===== src/rtl/ex_commit_stage_if.sv =====
// Handshake bundle between the ALU/issue side and the commit stage, including the writeback port.
// "master" is the surrounding pipeline; "slave" is the commit stage itself.
interface ex_commit_stage_if #(
  parameter int DW = 32,
  parameter int RW = 5
);
  logic          in_valid;
  logic          in_ready;
  logic [DW-1:0] alu_result;
  logic [2:0]    alu_flag;
  logic          flag_we;
  logic [2:0]    br_type;
  logic [DW-1:0] br_target;
  logic [DW-1:0] pc_plus4;
  logic [RW-1:0] rd;
  logic          rd_we;
  logic          out_valid;
  logic          out_ready;
  logic [DW-1:0] out_data;
  logic [RW-1:0] out_rd;
  logic          out_rd_we;

  modport master (
    output in_valid, alu_result, alu_flag, flag_we, br_type, br_target, pc_plus4, rd, rd_we,
    output out_ready,
    input  in_ready, out_valid, out_data, out_rd, out_rd_we
  );

  modport slave (
    input  in_valid, alu_result, alu_flag, flag_we, br_type, br_target, pc_plus4, rd, rd_we,
    input  out_ready,
    output in_ready, out_valid, out_data, out_rd, out_rd_we
  );
endinterface


===== src/rtl/ex_commit_stage.sv =====
// Commit stage after the ALU: owns the carry/zero/sign flag register, resolves branches
// into a one-cycle redirect pulse and queues register results in a 2-entry writeback FIFO.
module ex_commit_stage #(
  parameter int DW = 32,
  parameter int RW = 5
) (
  input  logic            clk,
  input  logic            rst_n,
  ex_commit_stage_if.slave bus_io,
  output logic [2:0]      flags_o,
  output logic            redirect_o,
  output logic [DW-1:0]   redirect_pc_o
);

  typedef enum logic [2:0] {
    BR_NONE = 3'd0,
    BR_BR   = 3'd1,
    BR_BL   = 3'd2,
    BR_BCY  = 3'd3,
    BR_BNCY = 3'd4,
    BR_BZ   = 3'd5,
    BR_BNZ  = 3'd6,
    BR_BLTZ = 3'd7
  } br_type_e;

  logic [1:0]    count_q, count_d;
  logic          wrPtr_q, rdPtr_q;
  logic [DW-1:0] memData_q [2];
  logic [RW-1:0] memRd_q [2];
  logic [2:0]    flags_q;
  logic          redirect_q;
  logic [DW-1:0] redirectPc_q;
  logic [DW-1:0] outData_q;
  logic [RW-1:0] outRd_q;
  logic          outRdWe_q;

  logic          inReady;
  logic          accept;
  logic          push;
  logic          pop;
  logic          outValid;
  logic          taken;
  logic [DW-1:0] pushData;
  logic          loadHead;
  logic [DW-1:0] headData;
  logic [RW-1:0] headRd;
  br_type_e      brType;

  assign brType   = br_type_e'(bus_io.br_type);
  // The redirect cycle blocks intake so no wrong-path beat can slip in behind a taken branch.
  assign inReady  = (count_q != 2'd2) && !redirect_q;
  assign accept   = bus_io.in_valid && inReady;
  assign push     = accept && bus_io.rd_we;
  assign outValid = (count_q != 2'd0);
  assign pop      = outValid && bus_io.out_ready;
  assign pushData = (brType == BR_BL) ? bus_io.pc_plus4 : bus_io.alu_result;

  // Condition is resolved against the flags held before this edge, not the incoming ones.
  always_comb begin
    taken = 1'b0;
    case (brType)
      BR_NONE: taken = 1'b0;
      BR_BR:   taken = 1'b1;
      BR_BL:   taken = 1'b1;
      BR_BCY:  taken = flags_q[2];
      BR_BNCY: taken = !flags_q[2];
      BR_BZ:   taken = flags_q[1];
      BR_BNZ:  taken = !flags_q[1];
      BR_BLTZ: taken = flags_q[0];
      default: taken = 1'b0;
    endcase
  end

  always_comb begin
    count_d = count_q;
    case ({push, pop})
      2'b10:   count_d = count_q + 2'd1;
      2'b01:   count_d = count_q - 2'd1;
      default: count_d = count_q;
    endcase
  end

  // The head is kept in its own registers so the outputs keep their last value once the FIFO drains.
  always_comb begin
    loadHead = 1'b0;
    headData = memData_q[~rdPtr_q];
    headRd   = memRd_q[~rdPtr_q];
    if (pop) begin
      if (count_q == 2'd2) begin
        loadHead = 1'b1;
      end else if (push) begin
        loadHead = 1'b1;
        headData = pushData;
        headRd   = bus_io.rd;
      end
    end else if ((count_q == 2'd0) && push) begin
      loadHead = 1'b1;
      headData = pushData;
      headRd   = bus_io.rd;
    end
  end

  always_ff @(posedge clk or negedge rst_n) begin
    if (!rst_n) begin
      count_q      <= 2'd0;
      wrPtr_q      <= 1'b0;
      rdPtr_q      <= 1'b0;
      memData_q[0] <= '0;
      memData_q[1] <= '0;
      memRd_q[0]   <= '0;
      memRd_q[1]   <= '0;
      flags_q      <= 3'b000;
      redirect_q   <= 1'b0;
      redirectPc_q <= '0;
      outData_q    <= '0;
      outRd_q      <= '0;
      outRdWe_q    <= 1'b0;
    end else begin
      count_q <= count_d;
      if (push) begin
        memData_q[wrPtr_q] <= pushData;
        memRd_q[wrPtr_q]   <= bus_io.rd;
        wrPtr_q            <= ~wrPtr_q;
      end
      if (pop) begin
        rdPtr_q <= ~rdPtr_q;
      end
      // Only rd_we beats are ever queued, so a loaded head always carries a write enable.
      if (loadHead) begin
        outData_q <= headData;
        outRd_q   <= headRd;
        outRdWe_q <= 1'b1;
      end
      if (accept && bus_io.flag_we) begin
        flags_q <= bus_io.alu_flag;
      end
      redirect_q <= accept && taken;
      if (accept && taken) begin
        redirectPc_q <= bus_io.br_target;
      end
    end
  end

  assign bus_io.in_ready  = inReady;
  assign bus_io.out_valid = outValid;
  assign bus_io.out_data  = outData_q;
  assign bus_io.out_rd    = outRd_q;
  assign bus_io.out_rd_we = outRdWe_q;
  assign flags_o          = flags_q;
  assign redirect_o       = redirect_q;
  assign redirect_pc_o    = redirectPc_q;

endmodule


===== src/flat_wrapper.sv =====
// flat-port wrapper written by rule: the top's interface ports become plain ports
module ex_commit_stage_flat 
#(
  parameter int DW = 32,
  parameter int RW = 5
)
  (clk, rst_n, flags_o, redirect_o, redirect_pc_o, bus_io_in_valid, bus_io_alu_result, bus_io_alu_flag, bus_io_flag_we, bus_io_br_type, bus_io_br_target, bus_io_pc_plus4, bus_io_rd, bus_io_rd_we, bus_io_out_ready, bus_io_in_ready, bus_io_out_valid, bus_io_out_data, bus_io_out_rd, bus_io_out_rd_we);
  ex_commit_stage_if #(.DW(DW), .RW(RW)) bus_io_i ();
  input  logic clk;
  input  logic rst_n;
  output logic [2:0] flags_o;
  output logic redirect_o;
  output logic [DW-1:0] redirect_pc_o;
  input wire logic [$bits(bus_io_i.in_valid)-1:0] bus_io_in_valid;
  input wire logic [$bits(bus_io_i.alu_result)-1:0] bus_io_alu_result;
  input wire logic [$bits(bus_io_i.alu_flag)-1:0] bus_io_alu_flag;
  input wire logic [$bits(bus_io_i.flag_we)-1:0] bus_io_flag_we;
  input wire logic [$bits(bus_io_i.br_type)-1:0] bus_io_br_type;
  input wire logic [$bits(bus_io_i.br_target)-1:0] bus_io_br_target;
  input wire logic [$bits(bus_io_i.pc_plus4)-1:0] bus_io_pc_plus4;
  input wire logic [$bits(bus_io_i.rd)-1:0] bus_io_rd;
  input wire logic [$bits(bus_io_i.rd_we)-1:0] bus_io_rd_we;
  input wire logic [$bits(bus_io_i.out_ready)-1:0] bus_io_out_ready;
  output wire logic [$bits(bus_io_i.in_ready)-1:0] bus_io_in_ready;
  output wire logic [$bits(bus_io_i.out_valid)-1:0] bus_io_out_valid;
  output wire logic [$bits(bus_io_i.out_data)-1:0] bus_io_out_data;
  output wire logic [$bits(bus_io_i.out_rd)-1:0] bus_io_out_rd;
  output wire logic [$bits(bus_io_i.out_rd_we)-1:0] bus_io_out_rd_we;
  assign bus_io_i.in_valid = bus_io_in_valid;
  assign bus_io_i.alu_result = bus_io_alu_result;
  assign bus_io_i.alu_flag = bus_io_alu_flag;
  assign bus_io_i.flag_we = bus_io_flag_we;
  assign bus_io_i.br_type = bus_io_br_type;
  assign bus_io_i.br_target = bus_io_br_target;
  assign bus_io_i.pc_plus4 = bus_io_pc_plus4;
  assign bus_io_i.rd = bus_io_rd;
  assign bus_io_i.rd_we = bus_io_rd_we;
  assign bus_io_i.out_ready = bus_io_out_ready;
  assign bus_io_in_ready = bus_io_i.in_ready;
  assign bus_io_out_valid = bus_io_i.out_valid;
  assign bus_io_out_data = bus_io_i.out_data;
  assign bus_io_out_rd = bus_io_i.out_rd;
  assign bus_io_out_rd_we = bus_io_i.out_rd_we;
  ex_commit_stage #(.DW(DW), .RW(RW)) u_core (.clk(clk), .rst_n(rst_n), .bus_io(bus_io_i), .flags_o(flags_o), .redirect_o(redirect_o), .redirect_pc_o(redirect_pc_o));
endmodule

===== config.mk =====
export PLATFORM = sky130hd
export DESIGN_NAME = ex_commit_stage_flat
export DESIGN_NICKNAME = d
export VERILOG_FILES = /design/src/rtl/ex_commit_stage_if.sv /design/src/rtl/ex_commit_stage.sv /design/src/flat_wrapper.sv
export SDC_FILE = /design/constraint.sdc
export NUM_CORES = 1
export LEC_CHECK = 0
export CAP_MARGIN = 20
export CORE_MARGIN = 4
export CORE_UTILIZATION = 27
export CTS_BUF_LIST = sky130_fd_sc_hd__clkbuf_16
export DETAILED_ROUTE_END_ITERATION = 8
export PLACE_DENSITY = 0.49
export RECOVER_POWER = 25
export SYNTH_ARGS = -nofsm -noshare
export SYNTH_HDL_FRONTEND = slang
export SYNTH_SLANG_ARGS = --single-unit

===== constraint.sdc =====
create_clock -name clk -period 2.8 [get_ports clk]
set_input_delay 0.42 -clock clk [delete_from_list [all_inputs] [get_ports clk]]
set_output_delay 0.42 -clock clk [all_outputs]
set_load 0.03 [all_outputs]

Yosys cells after proc, flatten, opt, wreduce, memory -nomap -nowiden

Cells that the tools add are included.

Reductions and logical operators: 16
$add $sub $neg: 2
Mux-type cells: 27
Magnitude comparators: 3
Bitwise operators: 4
Eq/ne operators: 11

Operators by type and width:

| operator            | number |
|---|---|
| $mux 32             | 9 |
| $bwmux 64           | 1 |
| $mux 5              | 8 |
| $demux 32 s1        | 1 |
| $eq 3x3->1 const B  | 4 |
| $bwmux 10           | 1 |
| $logic_and 1x1->1   | 8 |
| $pmux 1 s7          | 1 |
| $eq 3x2->1 const B  | 2 |
| $demux 5 s1         | 1 |
| $eq 2x2->1 const B  | 2 |
| $ge 2x2->1 const B  | 2 |
| $mux 1              | 4 |
| $not 1->2           | 2 |
| $pmux 2 s2          | 1 |
| $reduce_bool 2->1   | 2 |
| $eq 3x1->1 const B  | 1 |
| $logic_not 1->1     | 3 |
| $logic_not 3->1     | 1 |
| $add 2x1->2 const B | 1 |
| $eq 2x1->1 const B  | 1 |
| $logic_not 2->1     | 1 |
| $lt 2x1->1 const B  | 1 |
| $ne 2x2->1 const B  | 1 |
| 3 further kinds     | 4 |

Output and inout port bits: 76
Input port bits: 113
Register bits: 152
Logic and storage cells: 76

Logic depth before layout (Yosys ltp)

Gate-level depths: netlist of run 1.

Word-level depth: 8
Depth in mapped cells: 10
Mapped depth without buffers: 7

Worst setup path before layout of run 1

OpenSTA, ideal clock, no wires.

Path kind: flip-flop to flip-flop
Start: register u_core.redirect_q, in the netlist u_core.redirect_o
End: register u_core.count_q[1]
Clock period less this slack: 1.963 ns
Required time: 2.721 ns
Arrival time: 1.884 ns
Slack: 0.837 ns
Buffers on the path: 1
Setup time: 0.079 ns
Stages on the path, launching flop included: 8
Cells stage by stage: dfrtp_1 nand3b_1 nor2_1 inv_1 buf_2 ha_1 nor2_1 xor2_1

Cells in the longest elaborated chain, start to end: 6
Elaborated cells on any way between the ends: 8
Classes of those cells: eq/ne: 2; mux: 1; reduce/logical: 5

RTL lines:

| element                                         | line                   | RTL |
|---|---|---|
| start: declaration                              | ex_commit_stage.sv:31  | `logic redirect_q;` |
| start signal: assignment                        | ex_commit_stage.sv:137 | `redirect_q <= accept && taken;` |
| $logic_not 1->1 *                               | ex_commit_stage.sv:51  | `assign inReady = (count_q != 2'd2) && !redirect_q;` |
| $logic_and 1x1->1 *                             | ex_commit_stage.sv:51  |  |
| $logic_and 1x1->1 *                             | ex_commit_stage.sv:52  | `assign accept = bus_io.in_valid && inReady;` |
| $logic_and 1x1->1 *                             | ex_commit_stage.sv:53  | `assign push = accept && bus_io.rd_we;` |
| $eq 2x1->1 or $eq 2x2->1 (tied branches)        | ex_commit_stage.sv:76  | `case ({push, pop})` |
| $pmux 2 s2 or $reduce_bool 2->1 (tied branches) | -                      |  |
| end signal: assignment                          | ex_commit_stage.sv:119 | `count_q <= count_d;` |
| end: declaration                                | ex_commit_stage.sv:26  | `logic [1:0] count_q, count_d;` |

Mark *: on every way between the ends. The rest lies on a longest branch, timed or not.
A chain may end at the register's enable or synchronous reset.

Worst setup path in the final report of run 1

Start: register u_core.count_q[1]
End: output bus_io_in_ready

Cells in the longest elaborated chain, start to end: 2

RTL lines:

| element           | line                  | RTL |
|---|---|---|
| $ne 2x2->1        | ex_commit_stage.sv:51 |  |
| $logic_and 1x1->1 | ex_commit_stage.sv:51 |  |
| end: declaration  | flat_wrapper.sv:24    | `output wire logic [$bits(bus_io_i.in_ready)-1:0] bus_io_in_ready;` |

Every way passes these cells.

==> results.py, run 1 <==
metrics = {
    "placement": {
        "io_buffer_count": 188,
        "dp_hpwl_mm": 13.00,
        "place_area_um2": 9138,
        "gp_congestion": 0.7279,
    },
    "run_status": {
        "violations": "capacitance limit, slew limit",
        "outcome": "complete, but fails checks",
    },
    "routing": {
        "drc_errors": 0,
        "drtAntennaViolNets": 0,
        "num_vias": 5107,
        "dr.pass1.iters": 4,
        "drt_iter0_markers": 191,
        "avgRoutedWirePerCell_um": 16.82,
        "via_per_inst": 4.630,
        "drt_wl_total_mm": 18.55,
    },
    "pwr": {
        "powerDensity_nw_per_um2": 1165,
        "max-vdd-ir-drop_v": 0.0005415,
        "leakage_nw": 4.069,
    },
    "global_routing": {
        "grt_use_total": 0.1365,
        "overflow": 0,
        "grt_max_degree": 82,
        "grt_pass1_vias": 5582,
        "antenna_found_initial": 0,
        "grt_pass1_wl_mm": 30.75,
    },
    "cts": {
        "ctsHoldBuffers": 0,
        "cts.sinks": 152,
        "htreeDepth": 4,
        "cts-root-buf": "clkbuf_16",
        "ctsResizeCount": 0,
        "postCtsSetupRepairBufs": 0,
        "clk_pin_slew_ps": 60,
        "cts.path.max_buffers": 2,
        "cts_tree": "built",
        "cts_buffers": 17,
        "clk_latency_ps": 420,
    },
    "setup_path": {
        "crit_family": "buffers and inverters",
        "end_kind": "output port",
        "slowest_stage": "clkdlybuf4s50_1",
        "critPathBufInv": 1,
        "crit_arrival_ps": 1930,
        "path_max_fanout": 7,
        "crit_type": "reg2out",
        "worstPathRequired_ps": 2380,
        "max_stage_delay_ps": 620,
        "path_cells": "nor2b_1 > nor2_1 > clkdlybuf4s50_1",
        "startpoint_type": "flop",
    },
    "final_layout": {
        "area_growth_pct": 41.51,
        "diodes": 0,
        "drive_gt1_frac": 0.1307,
        "finish.instance_area_um2": 9691,
        "fin_nets": 875,
        "nFillCells": 2419,
    },
    "synthesis": {
        "synthesis.area_um2": 6848,
        "synth_top_cell_by_area": "dfrtp_1",
        "ys_ff_latch": 152,
        "syn_area_per_cell_um2": 11.83,
        "synth_flop_cell": "dfrtp_1",
        "post_synth_num_cell_types": 40,
        "yosysTopAreaCellShare": 0.5555,
        "synth-edff-count": 0,
        "synthesis.nets": 693,
        "synthTopCellsByArea": "dfrtp_1 56%, mux2i_1 9.4%, mux2_4 6.4%, a21oi_1 3.8%, nand2_1 3.1%",
        "synthCells": 579,
        "yosys_warnings": 0,
        "async_reset_ff_frac": 1.000,
        "ys_seq_area_frac": 0.5555,
    },
    "sta": {
        "final.setup.tns_ps": 0,
        "slew_violations": 81,
        "fin_crit_sh": 0.8403,
        "finalSetupViolCount": 0,
        "relSlewSlack": -0.3891,
        "fmaxAchievable_mhz": 425.0,
        "finalWorstPathRequiredPeriod_ps": 2353,
        "rsz0062_at_grt": "false",
        "fin_skew_ps": 7.074,
        "worstMarginPinSlew_ps": 2084,
        "hold_viol": 0,
    },
    "floorplanning": {
        "ios": 189,
        "rows": 58,
        "fp.dieH_um": 167.3,
        "die_area_um2": 27970,
        "core-area_um2": 25040,
        "die_w_um": 167.3,
        "start_util": 0.2735,
    },
    "flow_run": {
        "maxCapViolCount": 1,
    },
    "min_path": {
        "hold_class": "reg2reg",
    },
}
-- cell type report --
type | count | area (um2) | share of cell area
Clock buffer | 17 | 425.4 | 0.04390
Clock inverter | 14 | 137.6 | 0.01420
Inverter | 2 | 7.507 | 0.0007747
Multi-Input combinational cell | 382 | 2819 | 0.2909
Sequential cell | 152 | 3805 | 0.3926
Tap cell | 330 | 412.9 | 0.04261
Timing Repair Buffer | 206 | 2083 | 0.2150
-- per-stage QoR --
stage          total power [W]  utilization  hold slack [ps]  setup WS [ps]  instances
6_report               0.01129       0.3871            474.1          447.2       1103
5_1_grt                0.01203       0.3871            504.4          190.1       1103
4_1_cts                0.01145       0.3875            55.23          412.3       1103
3_5_place_dp          0.009173       0.3650            460.3          389.7       1072
3_3_place_gp          0.009059       0.3650            452.9          394.1       1072
2_1_floorplan         0.007194            -            124.4          836.6        579
-- worst paths after layout --
kind / startpoint / endpoint / slack, ps / cells after the start
setup / recovery: u_core.count_q[1]$_DFFE_PN0P_ / bus_io_in_ready / 450 / 3
hold / removal: u_core.bus_io.out_rd_we$_DFFE_PN0P_ / u_core.bus_io.out_rd_we$_DFFE_PN0P_ / 470 / 1
setup reg to reg: u_core.count_q[1]$_DFFE_PN0P_ / u_core.bus_io.out_data[24]$_DFFE_PN0P_ / 860 / 6
hold reg to reg: u_core.bus_io.out_rd_we$_DFFE_PN0P_ / u_core.bus_io.out_rd_we$_DFFE_PN0P_ / 470 / 1
max in group asynchronous: rst_n / u_core.bus_io.out_data[21]$_DFFE_PN0P_ / 720 / 2
min in group asynchronous: rst_n / u_core.redirect_pc_o[31]$_DFFE_PN0P_ / 570 / 1
-- worst register-to-register path, cell delays in order (launching register included) --
cell      delay, ps
dfrtp_1         460
nor2b_1         360
buf_4           220
a22o_1          140
buf_4           290
o221ai_1        210
o21a_1          140
-- cell families after synthesis --
| group | count (synthesis) | synth area share |
|---|---|---|
| xor gates and xnor gates | 5 | 0.006396 |
| adders and majority gates | 1 | 0.001827 |
| buffers and inverters | 45 | 0.03599 |
| and+or+nand+nor | 119 | 0.07236 |
| AOI/OAI and AO/OA | 146 | 0.1412 |
| muxes | 111 | 0.1867 |
| DFF | 152 | 0.5555 |
-- per-layer routing --
| metal | GRT usage | wire (um) |
|---|---|---|
| met5 | 0 | 0 |
| met4 | 0.03846 | 189 |
| met3 | 0.06161 | 1733 |
| met2 | 0.2161 | 8547 |
| met1 | 0.1697 | 8076 |
-- report_power, final --
part / internal [W] / leakage (nW) / switching, W / total (W)
Combinational: 0.00247 / 1.99 / 0.00262 / 0.00509
Sequential: 0.00328 / 1.80 / 0.000700 / 0.00398
Clock: 0.00130 / 0.282 / 0.000923 / 0.00222
Total: 0.00704 / 4.07 / 0.00425 / 0.0113
-- cell usage after synthesis, types with 5 or more instances --
cell type / instances
o21a_1: 13
mux2_4: 29
clkbuf_1: 8
buf_2: 26
nor2_1: 46
a22o_1: 20
o21ai_0: 32
a21oi_1: 52
nor2b_1: 5
buf_4: 6
mux2i_1: 64
mux2_2: 18
nand2_1: 56
dfrtp_1: 152
o221ai_1: 12
-- flip-flops by register name, indices dropped and copies added (netlist names) --
register / count
u_core.redirect_pc_o: 32
u_core.bus_io.out_data: 32
u_core.flags_o: 3
u_core.memData_q: 64
u_core.redirect_o: 1
u_core.memRd_q: 10
u_core.wrPtr_q: 1
u_core.bus_io.out_rd_we: 1
u_core.bus_io.out_rd: 5
u_core.rdPtr_q: 1
u_core.count_q: 2
-- cell usage in the layout, fill, tap and decap left out, types with 3 or more instances in the layout --
| cell | netlist | routed |
|---|---|---|
| clkdlybuf4s50_1 | 0 | 187 |
| dfrtp_1 | 152 | 151 |
| mux2i_1 | 64 | 64 |
| nand2_1 | 56 | 56 |
| a21oi_1 | 52 | 52 |
| nor2_1 | 46 | 46 |
| o21ai_0 | 32 | 32 |
| mux2_4 | 29 | 29 |
| a22o_1 | 20 | 20 |
| mux2_2 | 18 | 18 |
| clkbuf_16 | 0 | 17 |
| o21a_1 | 13 | 13 |
| o221ai_1 | 12 | 12 |
| buf_4 | 6 | 11 |
| buf_12 | 0 | 6 |
| nor2b_1 | 5 | 5 |
| clkinv_4 | 0 | 5 |
| inv_1 | 2 | 4 |
| nand2b_1 | 4 | 4 |
| xnor2_1 | 3 | 3 |
| a211oi_1 | 3 | 3 |
| o31ai_1 | 3 | 3 |
| clkinv_2 | 0 | 3 |
(Power assumes the default switching activity.)
==> run 2, diff against run 1 <==
- clock period: 2.8 -> 2.45 ns (I/O delays scaled with it)
==> results.py, run 2 (synthesis gave the netlist of run 1 again) <==
metrics = {
    "run_status": {
        "outcome": "finished, final reports clean",
    },
    "setup_path": {
        "path_max_fanout": 8,
        "ff2ff_path_depth": 6,
        "worstPathRequired_ps": 2080,
        "slowest_stage": "clkdlybuf4s50_1",
        "end_kind": "output port",
        "crit_type": "reg2out",
        "max_stage_delay_ps": 710,
        "worst-path-stages": 2,
        "critPathBufInv": 1,
        "crit_family": "buffers and inverters",
        "crit_arrival_ps": 1890,
        "startpoint_type": "flop",
        "path_cells": "or2_1 > clkdlybuf4s50_1",
    },
    "min_path": {
        "hold_class": "reg2reg",
        "holdPathStages": 2,
    },
    "final_layout": {
        "diodes": 0,
        "area_growth_pct": 42.37,
        "drive_gt1_frac": 0.1318,
        "fin_nets": 875,
        "finish.instance_area_um2": 9749,
        "top_register": "u_core.memData_q",
        "layout_commonest_cell": "clkdlybuf4s50_1",
        "layout_common_cells": "187 x clkdlybuf4s50_1, 151 x dfrtp_1, 64 x mux2i_1, 56 x nand2_1, 52 x a21oi_1",
        "largest_reg_flops": 64,
    },
    "pwr": {
        "p_sw_frac": 0.3786,
        "powerDensity_nw_per_um2": 1336,
        "seq_power_share": 0.352,
        "total_power_w": 0.01302,
        "intPower_w": 0.008092,
        "clkPwrFrac": 0.200,
        "switchingPower_w": 0.004930,
        "leakage_nw": 4.085,
        "pwr-share-comb": 0.448,
        "max-vdd-ir-drop_v": 0.0008629,
    },
    "sta": {
        "fin_skew_ps": 13.44,
        "hold_viol": 0,
        "holdWs_ps": 477.7,
        "finalSetupViolCount": 0,
        "finalWorstPathRequiredPeriod_ps": 2258,
        "worstMarginPinSlew_ps": 1053,
        "slew_violations": 0,
        "fin_crit_sh": 0.9216,
        "rsz0062_at_grt": "false",
        "final.setup.tns_ps": 0,
        "fmaxAchievable_mhz": 442.9,
        "worst_slack_ps": 192.2,
        "relSlewSlack": 0.2979,
    },
    "routing": {
        "avgRoutedWirePerCell_um": 17.06,
        "num_vias": 5085,
        "dr.pass1.iters": 4,
        "drc_errors": 0,
        "drt_iter0_markers": 266,
        "drtAntennaViolNets": 0,
        "drt_wl_total_mm": 18.84,
        "via_per_inst": 4.606,
    },
    "placement": {
        "place_area_um2": 9168,
        "dp_slack_ps": 97.99,
        "io_buffer_count": 188,
        "gp_congestion": 0.7410,
        "dp_hpwl_mm": 12.79,
    },
    "cts": {
        "clk_latency_ps": 420,
        "clk_pin_slew_ps": 60,
        "cts_buffers": 17,
        "cts_tree": "built",
        "htreeDepth": 4,
        "cts-root-buf": "clkbuf_16",
        "cts.sinks": 152,
        "ctsResizeCount": 0,
        "postCtsSetupRepairBufs": 0,
        "cts.path.max_buffers": 2,
        "ctsHoldBuffers": 1,
    },
    "global_routing": {
        "use_met3": 0.06563,
        "grt_use_met2": 0.2261,
        "antenna_found_initial": 0,
        "grt_pass1_vias": 5659,
        "grt_use_total": 0.1365,
        "grt_max_degree": 70,
        "grt.busiest_layer": "met2",
        "grt_pass1_wl_mm": 30.65,
        "grt_util_met1": 0.1626,
        "overflow": 0,
    },
    "floorplanning": {
        "core-area_um2": 25040,
        "rows": 58,
        "start_util": 0.2735,
        "die_area_um2": 27970,
        "ios": 189,
        "die_w_um": 167.3,
        "fp.dieH_um": 167.3,
    },
    "flow_run": {
        "maxCapViolCount": 0,
    },
}
-- run 2: metrics by stage --
stage	cells	util
after floorplan	579	-
after global placement	1071	0.3662
after detailed placement	1071	0.3662
after CTS	1104	0.3897
after global routing	1104	0.3894
final	1104	0.3894
-- run 2: worst reg2reg max path, stage by stage (launching register included) --
cell      delay [ps]
dfrtp_1          410
nand3b_1         370
nor2_1           250
inv_1             80
ha_1             320
nor2_1           130
xor2_1           150
-- run 2: power groups by stage --
stage / clock, W / sequential (W) / combinational [W]
3_3_place_gp: 0 / 0.00457 / 0.00580
4_1_cts: 0.00270 / 0.00460 / 0.00592
2_1_floorplan: 0 / 0.00552 / 0.00270
6_report: 0.00260 / 0.00459 / 0.00583
3_5_place_dp: 0 / 0.00461 / 0.00590
5_1_grt: 0.00280 / 0.00476 / 0.00628
-- run 2: worst paths after layout --
path | startpoint | endpoint | slack (ps)
worst max-delay path | u_core.count_q[0]$_DFFE_PN0P_ | bus_io_out_valid | 190
worst min-delay path | u_core.memData_q[2]$_DFFE_PN0P_ | u_core.memData_q[2]$_DFFE_PN0P_ | 480
worst max register to register | u_core.redirect_o$_DFF_PN0_ | u_core.count_q[1]$_DFFE_PN0P_ | 650
worst min register to register | u_core.memData_q[2]$_DFFE_PN0P_ | u_core.memData_q[2]$_DFFE_PN0P_ | 480
max in group asynchronous | rst_n | u_core.memData_q[54]$_DFFE_PN0P_ | 850
min in group asynchronous | rst_n | u_core.redirect_pc_o[1]$_DFFE_PN0P_ | 660
-- run 2: final cells by class --
| class | count | area (um2) |
|---|---|---|
| clock buffer | 17 | 425.4 |
| clock inverter | 15 | 152.6 |
| fill | 2411 | 15290 |
| inverter | 2 | 7.507 |
| multi-input combinational | 382 | 2819 |
| sequential | 152 | 3805 |
| tap | 330 | 412.9 |
| timing repair buffer | 206 | 2127 |
-- run 2: layer usage --
metal,vias to the layer above,wire length (um)
met5,-,0
met4,0,136
met3,7,1738
met2,169,8951
met1,2483,8010
li1,2426,-
